## config.mk

```make
export PLATFORM = sky130hd
export DESIGN_NAME = eth_dispatch_flat
export DESIGN_NICKNAME = d
export VERILOG_FILES = /design/src/rtl/eth_dispatch_pkg.sv /design/src/rtl/eth_dispatch_if.sv /design/src/rtl/eth_dispatch_outreg.sv /design/src/rtl/eth_dispatch.sv /design/src/flat_wrapper.sv
export SDC_FILE = /design/constraint.sdc
export NUM_CORES = 1
export LEC_CHECK = 0
export BUFFER_PORTS_ARGS = -buffer_cell sky130_fd_sc_hd__buf_2
export CAP_MARGIN = 20
export CORE_AREA = 2 2 410 412
export DETAILED_ROUTE_END_ITERATION = 8
export DIE_AREA = 0 0 412 414
export SETUP_SLACK_MARGIN = 0.1
export SLEW_MARGIN = 10
export SYNTH_ARGS = -nofsm -noshare
export SYNTH_HDL_FRONTEND = slang
export SYNTH_SLANG_ARGS = --single-unit
```

## constraint.sdc

```tcl
create_clock -name clk -period 2.5 [get_ports clk]
set_clock_uncertainty 0.05 [all_clocks]
set_input_delay 0 -clock clk [delete_from_list [all_inputs] [get_ports clk]]
set_output_delay 0 -clock clk [all_outputs]
set_load 0.01 [all_outputs]
```

## src/rtl/eth_dispatch_pkg.sv

```systemverilog
// Shared constants, state encoding and EtherType helper for the eth_dispatch steering stage.
package eth_dispatch_pkg;

    localparam int BEAT_W = 512;

    localparam logic [15:0] ETYPE_IPV6 = 16'h86DD;
    localparam logic [15:0] ETYPE_IPV4 = 16'h0800;

    // Bytes 12-13 of a beat whose byte 0 sits at the MSBs.
    localparam int ETYPE_MSB = BEAT_W - 97;

    typedef enum logic [1:0] {
        IDLE = 2'd0,
        FWD  = 2'd1,
        DROP = 2'd2
    } disp_state_t;

    function automatic logic [15:0] etype_of(input logic [BEAT_W-1:0] beat);
        return beat[ETYPE_MSB -: 16];
    endfunction

endpackage

```

## src/rtl/eth_dispatch_if.sv

```systemverilog
// Avalon-ST input/output bundle of eth_dispatch; the slave modport is the dispatcher's view.
interface eth_dispatch_if #(
    parameter int DATA_WIDTH  = 512,
    parameter int EMPTY_WIDTH = 6,
    parameter int DST_WIDTH   = 4,
    parameter int VC_WIDTH    = 1
);
    logic [DATA_WIDTH-1:0]  in_data;
    logic                   in_valid;
    logic                   in_ready;
    logic                   in_sop;
    logic                   in_eop;
    logic [EMPTY_WIDTH-1:0] in_empty;

    logic [DATA_WIDTH-1:0]  out_data;
    logic                   out_valid;
    logic                   out_ready;
    logic                   out_sop;
    logic                   out_eop;
    logic [EMPTY_WIDTH-1:0] out_empty;
    logic [DST_WIDTH-1:0]   o_noc_dst;
    logic [VC_WIDTH-1:0]    o_vc_id;

    modport slave (
        input  in_data, in_valid, in_sop, in_eop, in_empty, out_ready,
        output in_ready, out_data, out_valid, out_sop, out_eop, out_empty,
               o_noc_dst, o_vc_id
    );

    modport master (
        output in_data, in_valid, in_sop, in_eop, in_empty, out_ready,
        input  in_ready, out_data, out_valid, out_sop, out_eop, out_empty,
               o_noc_dst, o_vc_id
    );

endinterface

```

## src/rtl/eth_dispatch_outreg.sv

```systemverilog
// Single output register stage of eth_dispatch: holds all fields while stalled.
module eth_dispatch_outreg #(
    parameter int DATA_WIDTH  = 512,
    parameter int EMPTY_WIDTH = 6,
    parameter int DST_WIDTH   = 4,
    parameter int VC_WIDTH    = 1
) (
    input  logic                   clk,
    input  logic                   reset,
    input  logic                   load,
    input  logic [DATA_WIDTH-1:0]  data,
    input  logic                   sop,
    input  logic                   eop,
    input  logic [EMPTY_WIDTH-1:0] empty,
    input  logic [DST_WIDTH-1:0]   dst,
    input  logic [VC_WIDTH-1:0]    vc,
    input  logic                   out_ready,
    output logic                   stage_ready,
    output logic [DATA_WIDTH-1:0]  out_data,
    output logic                   out_valid,
    output logic                   out_sop,
    output logic                   out_eop,
    output logic [EMPTY_WIDTH-1:0] out_empty,
    output logic [DST_WIDTH-1:0]   o_noc_dst,
    output logic [VC_WIDTH-1:0]    o_vc_id
);

    assign stage_ready = !out_valid || out_ready;

    always_ff @(posedge clk or negedge reset) begin
        if (!reset) begin
            out_valid <= 1'b0;
            out_sop   <= 1'b0;
            out_eop   <= 1'b0;
            out_data  <= '0;
            out_empty <= '0;
            o_noc_dst <= '0;
            o_vc_id   <= '0;
        end else if (stage_ready) begin
            out_valid <= load;
            if (load) begin
                out_data  <= data;
                out_sop   <= sop;
                out_eop   <= eop;
                out_empty <= empty;
                o_noc_dst <= dst;
                o_vc_id   <= vc;
            end
        end
    end

endmodule

```

## src/rtl/eth_dispatch.sv

```systemverilog
// EtherType steering: IPv6 round-robin over parser nodes, IPv4 to one node, others dropped.
// Optional DISPATCH_STATS_EN adds saturating packet/beat statistics counters.
module eth_dispatch
    import eth_dispatch_pkg::*;
#(
    parameter int DATA_WIDTH  = BEAT_W,
    parameter int EMPTY_WIDTH = 6,
    parameter int NUM_VC      = 2,
    parameter int NOC_RADIX   = 16,
    parameter int NUM_IPV6    = 4,
    parameter int IPV6_BASE   = 4,
    parameter int IPV4_DEST   = 8
) (
    input  logic clk,
    input  logic reset,
    eth_dispatch_if.slave bus
`ifdef DISPATCH_STATS_EN
    ,
    output logic [31:0] stat_ipv6_pkts,
    output logic [31:0] stat_ipv4_pkts,
    output logic [31:0] stat_drop_pkts,
    output logic [31:0] stat_orphan_beats,
    output logic [31:0] stat_frame_err
`endif
);

    localparam int DST_W = $clog2(NOC_RADIX);
    localparam int VC_W  = (NUM_VC > 1) ? $clog2(NUM_VC) : 1;
    localparam int RR_W  = (NUM_IPV6 > 1) ? $clog2(NUM_IPV6) : 1;

    localparam logic [1:0] ST_IDLE = IDLE;
    localparam logic [1:0] ST_FWD  = FWD;
    localparam logic [1:0] ST_DROP = DROP;

    logic [1:0]       state;
    logic [1:0]       state_nxt;
    logic [RR_W-1:0]  rr_ptr;
    logic [VC_W-1:0]  vc_ctr;
    logic [DST_W-1:0] pkt_dst;
    logic [VC_W-1:0]  pkt_vc;

    logic [15:0]      etype;
    logic             is_ipv6;
    logic             is_ipv4;
    logic             known;
    logic             stage_ready;
    logic             accept;
    logic             start;
    logic             fwd_beat;
    logic [DST_W-1:0] cls_dst;
    logic [DST_W-1:0] load_dst;
    logic [VC_W-1:0]  load_vc;

    assign etype   = etype_of(bus.in_data);
    assign is_ipv6 = (etype == ETYPE_IPV6);
    assign is_ipv4 = (etype == ETYPE_IPV4);
    assign known   = is_ipv6 || is_ipv4;

    // A sop arriving in DROP may need the output stage, so it waits for it like any other start.
    assign bus.in_ready = (state == ST_DROP && !bus.in_sop) ? 1'b1 : stage_ready;

    assign accept   = bus.in_valid && bus.in_ready;
    assign start    = accept && bus.in_sop;
    assign fwd_beat = start ? known : (accept && state == ST_FWD);

    assign cls_dst  = is_ipv6 ? (DST_W'(IPV6_BASE) + DST_W'(rr_ptr)) : DST_W'(IPV4_DEST);
    assign load_dst = bus.in_sop ? cls_dst : pkt_dst;
    assign load_vc  = bus.in_sop ? vc_ctr : pkt_vc;

    always_comb begin
        state_nxt = state;
        if (start) begin
            if (bus.in_eop)
                state_nxt = ST_IDLE;
            else
                state_nxt = known ? ST_FWD : ST_DROP;
        end else if (accept && bus.in_eop) begin
            state_nxt = ST_IDLE;
        end
    end

    always_ff @(posedge clk or negedge reset) begin
        if (!reset) begin
            state   <= ST_IDLE;
            rr_ptr  <= '0;
            vc_ctr  <= '0;
            pkt_dst <= '0;
            pkt_vc  <= '0;
        end else begin
            state <= state_nxt;
            if (start && known) begin
                pkt_dst <= cls_dst;
                pkt_vc  <= vc_ctr;
                vc_ctr  <= (vc_ctr == VC_W'(NUM_VC - 1)) ? '0 : vc_ctr + 1'b1;
            end
            if (start && is_ipv6)
                rr_ptr <= (rr_ptr == RR_W'(NUM_IPV6 - 1)) ? '0 : rr_ptr + 1'b1;
        end
    end

    eth_dispatch_outreg #(
        .DATA_WIDTH (DATA_WIDTH),
        .EMPTY_WIDTH(EMPTY_WIDTH),
        .DST_WIDTH  (DST_W),
        .VC_WIDTH   (VC_W)
    ) u_outreg (
        .clk        (clk),
        .reset      (reset),
        .load       (fwd_beat),
        .data       (bus.in_data),
        .sop        (bus.in_sop),
        .eop        (bus.in_eop),
        .empty      (bus.in_empty),
        .dst        (load_dst),
        .vc         (load_vc),
        .out_ready  (bus.out_ready),
        .stage_ready(stage_ready),
        .out_data   (bus.out_data),
        .out_valid  (bus.out_valid),
        .out_sop    (bus.out_sop),
        .out_eop    (bus.out_eop),
        .out_empty  (bus.out_empty),
        .o_noc_dst  (bus.o_noc_dst),
        .o_vc_id    (bus.o_vc_id)
    );

`ifdef DISPATCH_STATS_EN
    logic orphan;
    logic frame_err;

    assign orphan    = accept && !bus.in_sop && state == ST_IDLE;
    assign frame_err = start && state != ST_IDLE;

    always_ff @(posedge clk or negedge reset) begin
        if (!reset) begin
            stat_ipv6_pkts    <= '0;
            stat_ipv4_pkts    <= '0;
            stat_drop_pkts    <= '0;
            stat_orphan_beats <= '0;
            stat_frame_err    <= '0;
        end else begin
            if (start && is_ipv6 && stat_ipv6_pkts != '1)
                stat_ipv6_pkts <= stat_ipv6_pkts + 32'd1;
            if (start && is_ipv4 && stat_ipv4_pkts != '1)
                stat_ipv4_pkts <= stat_ipv4_pkts + 32'd1;
            if (start && !known && stat_drop_pkts != '1)
                stat_drop_pkts <= stat_drop_pkts + 32'd1;
            if (orphan && stat_orphan_beats != '1)
                stat_orphan_beats <= stat_orphan_beats + 32'd1;
            if (frame_err && stat_frame_err != '1)
                stat_frame_err <= stat_frame_err + 32'd1;
        end
    end
`endif

endmodule

```

## src/flat_wrapper.sv

```systemverilog
// flat-port wrapper written by rule: the top's interface ports become plain ports
module eth_dispatch_flat import eth_dispatch_pkg::*;
#(
    parameter int DATA_WIDTH  = BEAT_W,
    parameter int EMPTY_WIDTH = 6,
    parameter int NUM_VC      = 2,
    parameter int NOC_RADIX   = 16,
    parameter int NUM_IPV6    = 4,
    parameter int IPV6_BASE   = 4,
    parameter int IPV4_DEST   = 8
)
  (clk, reset, bus_in_data, bus_in_valid, bus_in_sop, bus_in_eop, bus_in_empty, bus_out_ready, bus_in_ready, bus_out_data, bus_out_valid, bus_out_sop, bus_out_eop, bus_out_empty, bus_o_noc_dst, bus_o_vc_id);
  eth_dispatch_if #(.DATA_WIDTH(DATA_WIDTH), .EMPTY_WIDTH(EMPTY_WIDTH)) bus_i ();
  input  logic clk;
  input  logic reset;
  input wire logic [$bits(bus_i.in_data)-1:0] bus_in_data;
  input wire logic [$bits(bus_i.in_valid)-1:0] bus_in_valid;
  input wire logic [$bits(bus_i.in_sop)-1:0] bus_in_sop;
  input wire logic [$bits(bus_i.in_eop)-1:0] bus_in_eop;
  input wire logic [$bits(bus_i.in_empty)-1:0] bus_in_empty;
  input wire logic [$bits(bus_i.out_ready)-1:0] bus_out_ready;
  output wire logic [$bits(bus_i.in_ready)-1:0] bus_in_ready;
  output wire logic [$bits(bus_i.out_data)-1:0] bus_out_data;
  output wire logic [$bits(bus_i.out_valid)-1:0] bus_out_valid;
  output wire logic [$bits(bus_i.out_sop)-1:0] bus_out_sop;
  output wire logic [$bits(bus_i.out_eop)-1:0] bus_out_eop;
  output wire logic [$bits(bus_i.out_empty)-1:0] bus_out_empty;
  output wire logic [$bits(bus_i.o_noc_dst)-1:0] bus_o_noc_dst;
  output wire logic [$bits(bus_i.o_vc_id)-1:0] bus_o_vc_id;
  assign bus_i.in_data = bus_in_data;
  assign bus_i.in_valid = bus_in_valid;
  assign bus_i.in_sop = bus_in_sop;
  assign bus_i.in_eop = bus_in_eop;
  assign bus_i.in_empty = bus_in_empty;
  assign bus_i.out_ready = bus_out_ready;
  assign bus_in_ready = bus_i.in_ready;
  assign bus_out_data = bus_i.out_data;
  assign bus_out_valid = bus_i.out_valid;
  assign bus_out_sop = bus_i.out_sop;
  assign bus_out_eop = bus_i.out_eop;
  assign bus_out_empty = bus_i.out_empty;
  assign bus_o_noc_dst = bus_i.o_noc_dst;
  assign bus_o_vc_id = bus_i.o_vc_id;
  eth_dispatch #(.DATA_WIDTH(DATA_WIDTH), .EMPTY_WIDTH(EMPTY_WIDTH), .NUM_VC(NUM_VC), .NOC_RADIX(NOC_RADIX), .NUM_IPV6(NUM_IPV6), .IPV6_BASE(IPV6_BASE), .IPV4_DEST(IPV4_DEST)) u_core (.clk(clk), .reset(reset), .bus(bus_i));
endmodule
```

== Yosys cells after proc, flatten, opt, wreduce, memory -nomap -nowiden ==
Index checks and enable logic that the tools add are counted.
Cells by class
  add/sub/neg operators: 3
  reduce and logical (&&, ||, !) cells: 13
  mux-type cells: 11
  equal/unequal tests: 5
Operator list (number)
  $eq 16x12->1 const B: 1
  $eq 16x16->1 const B: 1
  $mux 2: 5
  $mux 4: 2
  $logic_and 1x1->1: 7
  $add 3x2->4 const A: 1
  $eq 2x2->1 const B: 2
  $mux 1: 4
  $add 2x1->2 const B: 1
  $eq 2x1->1 const B: 1
  $logic_not 1->1: 2
  $logic_or 1x1->1: 2
  $reduce_and 2->1: 1
  $reduce_bool 2->1: 1
  $add 1x1->1 const B: 1
Storage, ports and cells
  flip-flop bits (word level): 536
  bits of input ports: 524
  output and inout port bits: 527
  logic and storage cells: 44

== Logic depth before layout (Yosys ltp) ==
Gate-level depths: netlist of the first run.
  depth after elaboration: 7
  gate-level depth with buffers: 8
  mapped depth without buffers: 5

== Cells and area by module ==
A second synthesis of the first run with hierarchy kept.
Second synthesis, totals
  cells, all modules: 1168
  area total of the unflattened synthesis: 21144.0 sq um
By module, submodules not included
  eth_dispatch_outreg: seq. area each 13162.6 sq um, cells an instance 1112, area each 20558.5 sq um, times used 1
  eth_dispatch: seq. area each 250.2 sq um, cells an instance 56, area each 585.6 sq um, times used 1

== Least setup slack after synthesis of the first run ==
No wires, ideal clock.
  path type: register to register
  from: register u_core.u_outreg.out_valid
  to: register u_core.u_outreg.out_data[460]
  period minus slack after synthesis: 1.961 ns
  path buffers: 3
  setup time: 0.125 ns
  setup slack: 0.539 ns
  arrival: 1.786 ns
  required time: 2.325 ns
  stages on the path, launching flop included: 9
  cell sequence: dfrtp_1 > nand2b_1 > and3_1 > o211ai_4 > nand2_1 > buf_6 > buf_6 > buf_6 > mux2_2
On the way
  cells in the longest elaborated chain, start to end: 7
  elaborated cells between the ends (all ways): 8
  those cells by class: mux (2); reduce/logical (6)
RTL lines
  start: declaration: line eth_dispatch_outreg.sv:20  | output logic out_valid,
  start signal: assignment: line eth_dispatch_outreg.sv:40  | out_valid <= load;
  $logic_not 1->1 *: line eth_dispatch_outreg.sv:28  | assign stage_ready = !out_valid || out_ready;
  $logic_or 1x1->1 *: line eth_dispatch_outreg.sv:28
  $mux 1: line eth_dispatch.sv:60  | assign bus.in_ready = (state == ST_DROP && !bus.in_sop) ? 1'b1 : stage_ready;
  $logic_and 1x1->1: line eth_dispatch.sv:62  | assign accept = bus.in_valid && bus.in_ready;
  $logic_and 1x1->1 (on tied branches): line eth_dispatch.sv:64, eth_dispatch.sv:63
  $mux 1: line eth_dispatch.sv:64  | assign fwd_beat = start ? known : (accept && state == ST_FWD);
  $reduce_and 2->1 (no line) *
  end signal: assignment: line eth_dispatch_outreg.sv:42  | out_data <= data;
  end: declaration: line eth_dispatch_outreg.sv:19  | output logic [DATA_WIDTH-1:0] out_data,
Mark *: on every way between the ends. The rest lies on a longest branch, timed or not.
A chain may end at the register's enable or synchronous reset.

== Final worst setup path of the first run ==
  from: input bus_in_data[414]
  to: register u_core.u_outreg.out_valid
On the way
  cells in the longest elaborated chain, start to end: 3
  elaborated cells between the ends (all ways): 4
  those cells by class: eq/ne (2); mux (1); reduce/logical (1)
RTL lines
  start: declaration: line flat_wrapper.sv:16  | input wire logic [$bits(bus_i.in_data)-1:0] bus_in_data;
  $eq 16x16->1 / $eq 16x12->1 (equally long branches): line eth_dispatch.sv:55, eth_dispatch.sv:56
  $logic_or 1x1->1 *: line eth_dispatch.sv:57  | assign known = is_ipv6 || is_ipv4;
  $mux 1 *: line eth_dispatch.sv:64
Marks and branches as above.

==> impl_metrics.json, run 1 <==
{
  "cts.sinks": 536,
  "stdcell_count": 5299,
  "via_count": 17930,
  "fmax_mhz": 423.6,
  "rr_endpoint": "u_core.u_outreg.out_data[82]",
  "outcome": "complete, no violations",
  "clockRootBuffer": "clkbuf_16",
  "via_per_inst": 3.383,
  "rrSetupSlack_ns": 0.24,
  "power.density_nw_per_um2": 544.4,
  "seqPwrFrac_pct": 41.8,
  "arrival_ns": 2.89,
  "die-area_um2": 170600,
  "avgSynthCellArea_um2": 17.35,
  "postPlaceCellArea_um2": 28320,
  "finalHoldViolCount": 0,
  "rows": 150,
  "hold_class": "input pin to flop",
  "r2r_cells": 7,
  "pre_cts_ws_ns": 0.1165,
  "clock_latency_ns": 0.64,
  "crit_fanout": 4,
  "peakVddDrop_mv": 0.4377,
  "post-cts-setup-buffers": 0,
  "cts_htree_levels": 3,
  "drc": 0,
  "synth_top_area_share_pct": 66.24,
  "fillCellCount": 17570,
  "cp.required_ns": 3.03,
  "numPlacedInstances": 4416,
  "grt_pass1_wl_mm": 153.5,
  "synth_seq_cells": 536,
  "p_leak_nw": 20.18,
  "hold_ws_ns": 0.06302,
  "core_um2": 166300,
  "finalCoreUtilization_pct": 22.96,
  "fin_area_um2": 38180,
  "antenna_found_initial": 43,
  "ant_nets": 0,
  "grt_pass1_vias": 19560,
  "internal-power_mw": 15.82,
  "cts_made_buffers": 69,
  "syn_nets": 1692,
  "path_class": "input pin to flop",
  "netlist_instances": 1167,
  "grt.overflow.total": 0,
  "setup_tns_ns": 0,
  "initial_core_util_pct": 12.18,
  "drtIter0Drc": 796,
  "cts_tree": "yes",
  "grt_usage_pct": 12.82,
  "holdPathEnd": "u_core.u_outreg.out_data[171]",
  "avgRoutedWirePerCell_um": 21.33,
  "relSlewSlack_pct": 67.74,
  "detailed_place_hpwl_mm": 87.04,
  "synth_cell_types": 31,
  "p_comb_share_pct": 8.7,
  "max-cap-violations": 0,
  "hp-start": "bus_in_data[171]",
  "die_w_um": 412,
  "drt_wl_total_mm": 113.0,
  "gp_congestion": 0.8828,
  "period_minus_slack_ns": 2.361,
  "p_clk_share_pct": 49.5,
  "drv_slew": 0,
  "drtPass1Iterations": 5,
  "finalCritPeriodShare_pct": 94.43,
  "fin_ws_ns": 0.1393,
  "chipHeight_um": 414,
  "synthesis.area_um2": 20250,
  "holdPathStages": 3,
  "startpoint_type": "input pin",
  "r2r_start": "u_core.u_outreg.out_valid",
  "endpoint_kind": "flop",
  "power_mw": 20.78,
  "p_sw_mw": 4.965,
  "cts.clk_slew.worst_paths_ns": 0.06,
  "area_growth_pct": 88.53,
  "ios": 1051,
  "setup_viol": 0,
  "seq_area_frac_synth_pct": 66.24,
  "grt_max_degree": 76,
  "power.share.switching_pct": 23.89,
  "worst_pin_slew_ns": 0.4839,
  "synth_area_leaders": "dfrtp_1 66%, mux2_2 26%, mux2_1 3.7%",
  "nets": 3549,
  "cts.path.max_buffers": 3,
  "layout-drive-gt1-share_pct": 54.76,
  "synth_top_area_cell": "dfrtp_1",
  "portBuffers": 1050,
  "rsz0062_at_grt": "false",
  "yosysWarnings": 0
}
-- metal layers --
metal,up-vias,GRT usage [%],part of all wire [%]
met5,-,0,0.049
met4,8,3.668,2.5
met3,131,3.312,6.9
met2,736,21.62,48
met1,9135,15.99,42
li1,7916,-,-
-- cells in the mapped netlist, drive strengths merged --
master	count
clkbuf	1
nand2b	2
nor3	1
a21o	3
o21ai	1
mux2i	1
a21oi	4
nand4	2
nand3	1
inv	4
xnor2	1
dfrtp	536
buf	58
nand2	5
nor2	3
nor4	3
o211a	1
ha	1
or4	1
and4	1
mux2	527
o21a	1
o211ai	2
and3	3
a22o	4
-- how the worst max path moves through the flow --
stage               slack [ns]                       endpoint                 startpoint
finish                    0.14      u_core.u_outreg.out_valid           bus_in_data[414]
global route              0.08      u_core.u_outreg.out_valid           bus_in_data[414]
CTS                       0.18  u_core.u_outreg.out_data[108]  u_core.u_outreg.out_valid
detailed placement        0.12  u_core.u_outreg.out_data[108]           bus_in_data[413]
global placement          0.16  u_core.u_outreg.out_data[510]           bus_in_data[413]
floorplan                 0.54  u_core.u_outreg.out_data[460]  u_core.u_outreg.out_valid
-- cell type report --
| type | instances | area [um^2] | area share, % |
|---|---|---|---|
| Antenna cell | 20 | 50.05 | 0.1311 |
| Clock inverter | 28 | 372.9 | 0.9767 |
| Inverter | 4 | 15.01 | 0.03933 |
| Clock buffer | 94 | 1941 | 5.083 |
| Sequential cell | 536 | 13410 | 35.13 |
| Multi-Input combinational cell | 568 | 6245 | 16.36 |
| Timing Repair Buffer | 1845 | 13380 | 35.05 |
| Tap cell | 2204 | 2758 | 7.223 |
-- critical path, stage by stage --
cell	delay [ns]
dlygate4sd3_1	0.53
buf_2	0.16
or4_4	0.51
nor3_4	0.22
o211a_1	0.21
o21ai_0	0.09
dlygate4sd3_1	0.57
nand2_1	0.06
dlygate4sd3_1	0.54
-- repair_timing --
action,4_1_cts,5_1_grt
gates resized for setup,0,5
hold buffers,739,0
endpoints found under the setup margin,0,76
endpoints found under the hold margin,1072,0
-- flip-flops by register name (all words and copies together) (netlist names), 2 cells and up --
signal and cells:
u_core.pkt_dst 4, u_core.u_outreg.out_empty 6, u_core.u_outreg.o_noc_dst 4, u_core.state 2
u_core.u_outreg.out_data 512, u_core.rr_ptr 2
-- cells in the final DEF (no fill, tap or decap), drive strengths merged, types with 3 or more instances in the layout --
cell and instances:
a21o 3, nor4 3, bufinv 5, clkinv 10, a22o 4, dlygate4sd3 738
and3 3, inv 13, buf 1105, clkinvlp 4, mux2 527, a21oi 4
nand2 5, clkbuf 96, nor2 3, dfrtp 536, diode 20
-- power by group through the flow --
stage	logic (mW)	registers (mW)	clock network [mW]
after CTS	1.80	8.69	10.7
after global routing	1.94	8.68	11.0
final	1.81	8.69	10.3
after floorplan	0.0195	8.85	0
after global placement	0.816	8.84	0
after detailed placement	0.821	8.84	0
-- cells by family after synthesis --
group,share of synthesized area [%]
flip-flops,66.24
AO/OA/AOI/OAI,0.6364
AND/OR/NAND/NOR,0.6920
buffers and inverters,2.972
multiplexers,29.36
XOR/XNOR,0.04326
adder cells (fa/ha/maj),0.06178
Note: power is estimated with default switching activity, not from simulation.
==> run 2: changes to the inputs <==
--- a/config.mk
+++ b/config.mk
@@ -10,6 +10,7 @@
 export CORE_AREA = 2 2 410 412
 export DETAILED_ROUTE_END_ITERATION = 8
 export DIE_AREA = 0 0 412 414
+export MAX_ROUTING_LAYER = met4
 export SETUP_SLACK_MARGIN = 0.1
 export SLEW_MARGIN = 10
 export SYNTH_ARGS = -nofsm -noshare
==> impl_metrics.json, run 2 (same netlist as run 1, synthesis figures left out) <==
{
  "outcome": "complete, no violations",
  "clockRootBuffer": "clkbuf_16",
  "grt_pass1_wl_mm": 150.8,
  "cts_htree_levels": 3,
  "clock_latency_ns": 0.64,
  "chipHeight_um": 414,
  "via_count": 18000,
  "setup_viol": 0,
  "final_cell_mix": "1049 x buf_2, 761 x dlygate4sd3_1, 536 x dfrtp_1",
  "fmax_mhz": 422.6,
  "endpoint_kind": "flop",
  "fillCellCount": 17580,
  "detailed_place_hpwl_mm": 86.49,
  "cts.sinks": 536,
  "top_regs": "u_core.u_outreg.out_data: 512 flops, u_core.u_outreg.out_empty: 6 flops",
  "power.density_nw_per_um2": 536.5,
  "ant_nets": 0,
  "layout-drive-gt1-share_pct": 54.15,
  "rows": 150,
  "cts_made_buffers": 68,
  "portBuffers": 1050,
  "period_minus_slack_ns": 2.366,
  "drt_wl_total_mm": 110.9,
  "final_common_cell": "buf_2",
  "grt_pass1_vias": 19280,
  "area_growth_pct": 88.75,
  "largest_register_ff_count": 512,
  "cts_tree": "yes",
  "core_um2": 166300,
  "drtPass1Iterations": 5,
  "die_w_um": 412,
  "die-area_um2": 170600,
  "stdcell_count": 5330,
  "cp.required_ns": 3.03,
  "startpoint_type": "input pin",
  "p_leak_nw": 20.16,
  "nets": 3561,
  "avgRoutedWirePerCell_um": 20.80,
  "power_mw": 20.50,
  "arrival_ns": 2.90,
  "drv_slew": 0,
  "finalHoldViolCount": 0,
  "layout.area.seq_um2": 13410,
  "grt_usage_pct": 12.96,
  "peakVddDrop_mv": 0.4617,
  "drtIter0Drc": 889,
  "initial_core_util_pct": 12.18,
  "ios": 1051,
  "numPlacedInstances": 4408,
  "cts.path.max_buffers": 3,
  "setup_tns_ns": 0,
  "gp_congestion": 0.9307,
  "hold_ws_ns": 0.07112,
  "hold_class": "input pin to flop",
  "worst_pin_slew_ns": 0.4488,
  "finalCritPeriodShare_pct": 94.65,
  "path_class": "input pin to flop",
  "via_per_inst": 3.377,
  "crit_fanout": 3,
  "grt.overflow.total": 0,
  "antenna_found_initial": 50,
  "max-cap-violations": 0,
  "pre_cts_ws_ns": 0.1848,
  "rsz0062_at_grt": "false",
  "grt_max_degree": 77,
  "top_register": "u_core.u_outreg.out_data",
  "relSlewSlack_pct": 70.08,
  "fin_ws_ns": 0.1338,
  "drc": 0,
  "multiInputGateArea_um2": 6243,
  "cts.clk_slew.worst_paths_ns": 0.06
}
==> run 2: cell count changes in the layout (fill, tap and decap cells not counted), sizes merged <==
cell / change
dlygate4sd3: +23
diode: +20
buf: -8
clkbuf: -1
inv: -2
clkinv: -1
==> run 2: routing by layer <==
layer  routed length, um  track usage (%)
met1               46420            15.39
met4                3270            4.095
met2               53010            21.13
met5                   0                -
met3                8149            3.596
==> run 2: repair_timing <==
action	4_1_cts	5_1_grt
hold buffers	762	0
gates resized for setup	0	1
setup buffers	0	0
setup endpoints to repair	0	1
hold endpoints to repair	1072	0
==> run 2: final cells by class <==
class,count,area share [%]
timing repair buffer,1858,35.18
sequential,536,35.09
multi-input combinational,568,16.33
tap,2204,7.215
clock buffer,95,5.084
clock inverter,25,0.7889
antenna,40,0.2619
inverter,4,0.03928
==> run 2: stage by stage <==
| stage | cell area (um^2) | utilization [%] |
|---|---|---|
| after floorplan | 20250 | - |
| after global placement | 28240 | 16.98 |
| after detailed placement | 28240 | 16.98 |
| after CTS | 38120 | 22.92 |
| after global routing | 38190 | 22.97 |
| final | 38220 | 22.99 |
==> run 2: worst paths after layout <==
path,from,to,slack [ns],cells after the start
worst min register to register,u_core.u_outreg.out_data[168],u_core.u_outreg.out_data[168],0.43,1
worst min-delay path,bus_in_data[382],u_core.u_outreg.out_data[382],0.07,3
max in group asynchronous,reset,u_core.u_outreg.out_data[178],1.73,3
min in group asynchronous,reset,u_core.u_outreg.out_data[343],0.11,3
worst max register to register,u_core.u_outreg.out_valid,u_core.u_outreg.out_data[178],0.22,7
worst max-delay path,bus_in_data[404],u_core.u_outreg.out_valid,0.13,9
==> run 2: critical path: stages <==
cell and delay, ns:
dlygate4sd3_1 0.63, buf_2 0.17, nor4_1 0.34, and4_2 0.35, o211a_1 0.17, o21ai_0 0.07, dlygate4sd3_1 0.56, nand2_1 0.06
dlygate4sd3_1 0.54
==> run 2: power by group <==
group	total (mW)	switching [mW]	internal (mW)
registers	8.69	0.00403	8.69
logic	1.81	0.695	1.11
clock network	10.0	4.04	5.96
